File: src/rtl/mux_rr_stream_if.sv
// Stream bundle between CH producers, the multiplexer and one shared consumer.
// The slave modport is the multiplexer's view; master is the surrounding system.
interface mux_rr_stream_if #(
    parameter int WIDTH = 4,
    parameter int CH    = 8,
    parameter int SW    = $clog2(CH)
);
    logic [CH*WIDTH-1:0] in_data;
    logic [CH-1:0]       in_valid;
    logic [CH-1:0]       in_ready;
    logic                mode;
    logic [SW-1:0]       sel;
    logic [WIDTH-1:0]    out_data;
    logic [SW-1:0]       out_ch;
    logic                out_valid;
    logic                out_ready;

    modport slave (
        input  in_data, in_valid, mode, sel, out_ready,
        output in_ready, out_data, out_ch, out_valid
    );

    modport master (
        output in_data, in_valid, mode, sel, out_ready,
        input  in_ready, out_data, out_ch, out_valid
    );
endinterface

File: src/rtl/mux_rr_stream.sv
// N-channel stream multiplexer with fixed-select and round-robin arbitration
// feeding a single registered output stage.
module mux_rr_stream #(
    parameter int WIDTH = 4,
    parameter int CH    = 8,
    parameter int SW    = $clog2(CH)
) (
    input logic            clk,
    input logic            rst,
    mux_rr_stream_if.slave bus
);

    logic [SW-1:0]    ptr;
    logic [SW-1:0]    ptr_nxt;
    logic             vld_p1;
    logic [WIDTH-1:0] data_p1;
    logic [SW-1:0]    ch_p1;

    logic             load;
    logic             sel_ok;
    logic             gnt_vld;
    logic [SW-1:0]    gnt;
    logic [WIDTH-1:0] gnt_data;
    logic             xfer;
    int               j;
    logic [SW-1:0]    idx;

    assign load   = !vld_p1 || bus.out_ready;
    assign sel_ok = int'(bus.sel) < CH;

    always_comb begin
        gnt_vld = 1'b0;
        gnt     = '0;
        j       = 0;
        idx     = '0;
        if (!bus.mode) begin
            if (sel_ok && bus.in_valid[bus.sel]) begin
                gnt_vld = 1'b1;
                gnt     = bus.sel;
            end
        end else begin
            // Scan starts at ptr and wraps, so the first hit is the fairest requester.
            for (int i = 0; i < CH; i++) begin
                j = int'(ptr) + i;
                if (j >= CH) j = j - CH;
                idx = SW'(j);
                if (!gnt_vld && bus.in_valid[idx]) begin
                    gnt_vld = 1'b1;
                    gnt     = idx;
                end
            end
        end
    end

    always_comb begin
        gnt_data = '0;
        for (int k = 0; k < CH; k++) begin
            if (gnt == SW'(k)) gnt_data = bus.in_data[k*WIDTH +: WIDTH];
        end
    end

    // Ready is suppressed during reset even though the output stage reads as empty.
    assign xfer         = !rst && load && gnt_vld;
    assign bus.in_ready = xfer ? (CH'(1) << gnt) : '0;
    assign ptr_nxt      = (gnt == SW'(CH - 1)) ? '0 : gnt + SW'(1);

    // Stage p1: registered output word
    always_ff @(posedge clk or posedge rst) begin
        if (rst) begin
            vld_p1  <= 1'b0;
            data_p1 <= '0;
            ch_p1   <= '0;
            ptr     <= '0;
        end else if (xfer) begin
            vld_p1  <= 1'b1;
            data_p1 <= gnt_data;
            ch_p1   <= gnt;
            if (bus.mode) ptr <= ptr_nxt;
        end else if (bus.out_ready) begin
            vld_p1  <= 1'b0;
        end
    end

    assign bus.out_valid = vld_p1;
    assign bus.out_data  = data_p1;
    assign bus.out_ch    = ch_p1;

endmodule

File: src/flat_wrapper.sv
// flat-port wrapper written by rule: the top's interface ports become plain ports
module mux_rr_stream_flat 
#(
    parameter int WIDTH = 4,
    parameter int CH    = 8,
    parameter int SW    = $clog2(CH)
)
  (clk, rst, bus_in_data, bus_in_valid, bus_mode, bus_sel, bus_out_ready, bus_in_ready, bus_out_data, bus_out_ch, bus_out_valid);
  mux_rr_stream_if #(.WIDTH(WIDTH), .CH(CH), .SW(SW)) bus_i ();
  input logic clk;
  input logic rst;
  input wire logic [$bits(bus_i.in_data)-1:0] bus_in_data;
  input wire logic [$bits(bus_i.in_valid)-1:0] bus_in_valid;
  input wire logic [$bits(bus_i.mode)-1:0] bus_mode;
  input wire logic [$bits(bus_i.sel)-1:0] bus_sel;
  input wire logic [$bits(bus_i.out_ready)-1:0] bus_out_ready;
  output wire logic [$bits(bus_i.in_ready)-1:0] bus_in_ready;
  output wire logic [$bits(bus_i.out_data)-1:0] bus_out_data;
  output wire logic [$bits(bus_i.out_ch)-1:0] bus_out_ch;
  output wire logic [$bits(bus_i.out_valid)-1:0] bus_out_valid;
  assign bus_i.in_data = bus_in_data;
  assign bus_i.in_valid = bus_in_valid;
  assign bus_i.mode = bus_mode;
  assign bus_i.sel = bus_sel;
  assign bus_i.out_ready = bus_out_ready;
  assign bus_in_ready = bus_i.in_ready;
  assign bus_out_data = bus_i.out_data;
  assign bus_out_ch = bus_i.out_ch;
  assign bus_out_valid = bus_i.out_valid;
  mux_rr_stream #(.WIDTH(WIDTH), .CH(CH), .SW(SW)) u_core (.clk(clk), .rst(rst), .bus(bus_i));
endmodule
File: config.mk
export PLATFORM = sky130hd
export DESIGN_NAME = mux_rr_stream_flat
export DESIGN_NICKNAME = d
export VERILOG_FILES = /design/src/rtl/mux_rr_stream_if.sv /design/src/rtl/mux_rr_stream.sv /design/src/flat_wrapper.sv
export SDC_FILE = /design/constraint.sdc
export NUM_CORES = 1
export LEC_CHECK = 0
export CAP_MARGIN = 25
export CORE_MARGIN = 1.5
export CORE_UTILIZATION = 65
export CTS_CLUSTER_DIAMETER = 50
export DETAILED_ROUTE_END_ITERATION = 10
export DONT_BUFFER_PORTS = 1
export PLACE_DENSITY = 0.87
export RECOVER_POWER = 100
export SETUP_SLACK_MARGIN = 0.1
export SYNTH_ARGS = -nofsm -noshare
export SYNTH_HDL_FRONTEND = slang
export SYNTH_SLANG_ARGS = --single-unit
File: constraint.sdc
create_clock -name clk -period 5.3 [get_ports clk]
set_input_delay 0.795 -clock clk [delete_from_list [all_inputs] [get_ports clk]]
set_output_delay 0.795 -clock clk [all_outputs]
set_load 0.02 [all_outputs]
==> out/metrics.yaml <==
status:
  status: "finished clean"
placement:
  hpwl_mm: 4.25
  io_buffer_count: 0
  placed_area_sq_mm: 0.00208
  place_congestion: 0.933
timing:
  setup_violations: 0
  min_period_ps: 5020
  rsz0062_at_grt: "no"
  fmax_mhz: 199
  hold_viol_final: 0
  skew_ps: 0.700
  finalCritPeriodShare_pct: 94.7
  finalSetupTns_ps: 0
  max_slew.worst_pin.slew_ps: 1140
  slew_headroom_pct: 23.9
  slew_violations: 0
logic_synthesis:
  synthCells: 235
  avgSynthCellArea_sq_um: 8.76
  synth_area_leaders: "dfrtp_1, mux4_2, nand2_1"
  syn_area_sq_mm: 0.00206
  yosysWarnings: 0
  synth-seq-cells: 11
  netlist.area_leader.share_pct: 13.4
  synth_nets: 289
  ys.flop_type: "dfrtp_1"
  async_flop_share_pct: 100
  synth_cell_type_count: 69
  yosysMostFrequentCell: "nand2_1"
  synth-edff-count: 0
  yosysTopAreaCell: "dfrtp_1"
  synth_common_cells: "nand2_1, inv_1, o21ai_0, nor2_1, dfrtp_1"
  ys_seq_area_share_pct: 13.4
clock_network:
  root_buffer: "clkbuf_4"
  clk_pin_slew_ps: 70
  htree_levels: 1
  cts_buffer_depth: 2
  cts-buffers-inserted: 3
  postCtsSetupRepairBufs: 0
  clock_latency_ps: 270
  cts.sinks: 11
  cts_tree: "built"
grt:
  grt_pass1_vias: 1858
  grt_max_degree: 17
  grt_usage_pct: 32.3
  grt_overflow: 0
  grt_first_pass_wirelength_mm: 8.70
  antenna_found_initial: 0
floorplan:
  start_util_pct: 68.0
  die_w_um: 59.3
  coreArea_sq_mm: 0.00303
  pin_count: 63
  row_count: 20
  chipHeight_um: 59.3
  die-area_sq_mm: 0.00351
cells_and_area:
  final_util_pct: 69.0
  layout.nets: 286
  post-route-cell-area_sq_mm: 0.00209
  syn2layout_area_growth_pct: 1.58
  num-fill-cells: 232
  diodes: 0
  drive_above_1_share_pct: 16.5
pwr:
  ir_drop_mv: 0.432
  cellPowerDensity_mw_per_mm2: 788
  cellLeakagePower_nw: 0.807
run:
  cap_viol_max_count: 0
routing:
  viasPerCell: 7.13
  drc_errors: 0
  drtIter0Drc: 168
  ant_nets: 0
  wirelength_mm: 5.43
  drtPass1Iterations: 4
  via_count: 1962
  post_drt_wl_per_cell_um: 19.8
critical_path:
  arrival_ps: 4220
  critPathLaunchType: "register"
  path_cells: "inv_1 > ha_2 > mux4_2 > mux2_1 > nand2_1 > or4b_1 > a22oi_2 > nor2_1 > inv_1 > ha_1 > inv_1 > nor2_1"
  end_kind: "primary output"
  slowest_delay_ps: 620
  cpMostUsedCell: "inv_1"
  critPathSlowestCell: "mux4_2"
  cp.required_ps: 4510
  critical_path_class: "register to primary output"
  path_max_fanout: 14
worst_hold_path:
  holdCritPathClass: "primary input to async pin"
[layout by cell type, fill, tap and decap left out, types with 6 or more instances in the layout]
master / count
nor2_1: 15
a21oi_1: 9
a22oi_1: 6
o21ai_0: 18
mux4_2: 10
ha_1: 6
inv_1: 18
mux2i_1: 10
mux2_2: 7
nand2_1: 27
o21a_1: 7
dfrtp_1: 11
[area by class of cell]
cell class	instances	area (sq um)	area share [%]
inverter	19	71.3	3.41
multi-input combinational	192	1630	78.1
timing repair buffer	5	30.0	1.44
clock buffer	4	26.3	1.26
sequential	11	275	13.2
tap	44	55.1	2.63
[registers in the layout, indices dropped and copies added, names as in the netlist]
signal and cells:
u_core.bus.out_valid 1, u_core.ptr 3, u_core.bus.out_ch 3, u_core.bus.out_data 4
[metal layers]
metal	vias up	GRT usage [%]	wire length [um]
li1	897	-	-
met1	922	42.0	2090
met2	126	54.8	2640
met3	17	3.93	530
met4	0	12.3	173
met5	-	0	0
[path summary, 6_finish.rpt]
path | startpoint | endpoint | slack (ps) | cells after the start
min | rst | u_core.bus.out_valid | 390 | 1
min in group clk | u_core.bus.out_ch[2] | u_core.bus.out_ch[2] | 650 | 1
min reg2reg | u_core.bus.out_ch[2] | u_core.bus.out_ch[2] | 650 | 1
max in group asynchronous | rst | u_core.bus.out_data[3] | 4630 | 1
max reg2reg | u_core.ptr[0] | u_core.bus.out_data[1] | 690 | 14
max | u_core.ptr[0] | bus_in_ready[1] | 280 | 12
[through the flow]
stage | setup slack, ps | cells | total power, mW | hold slack (ps)
3_5_place_dp | 513 | 271 | 1.57 | 627
2_1_floorplan | 729 | 235 | 1.34 | 609
6_report | 283 | 275 | 1.65 | 390
5_1_grt | 71.3 | 275 | 1.76 | 425
3_3_place_gp | 636 | 271 | 1.53 | 628
4_1_cts | 215 | 275 | 1.63 | 406
[power by group]
| group | internal, mW | switching, mW | total (mW) |
|---|---|---|---|
| sequential | 0.122 | 0.0780 | 0.200 |
| combinational | 0.591 | 0.799 | 1.39 |
| clock | 0.0292 | 0.0289 | 0.0580 |
[what timing repair did]
action | 4_1_cts | 5_1_grt
setup endpoints to repair | 0 | 4
resized for setup | 0 | 1
hold buffers | 0 | 0
[kinds of logic after synthesis]
logic type / count (synthesis) / synth area share [%]
adders and majority gates: 7 / 4.26
and+or+nand+nor: 65 / 15.8
buffers and inverters: 32 / 7.11
AOI/OAI and AO/OA: 82 / 30.6
muxes: 34 / 26.7
DFF: 11 / 13.4
xor gates and xnor gates: 4 / 2.07
[critical path: cells and delay by family, from the launching register on]
kind | cells | cell delay [ps]
AOI/OAI and AO/OA | 1 | 240
buffers and inverters | 3 | 410
and+or+nand+nor | 4 | 1070
DFF | 1 | 350
adders and majority gates | 2 | 900
muxes | 2 | 980
Note: power is estimated with default switching activity, not from simulation.
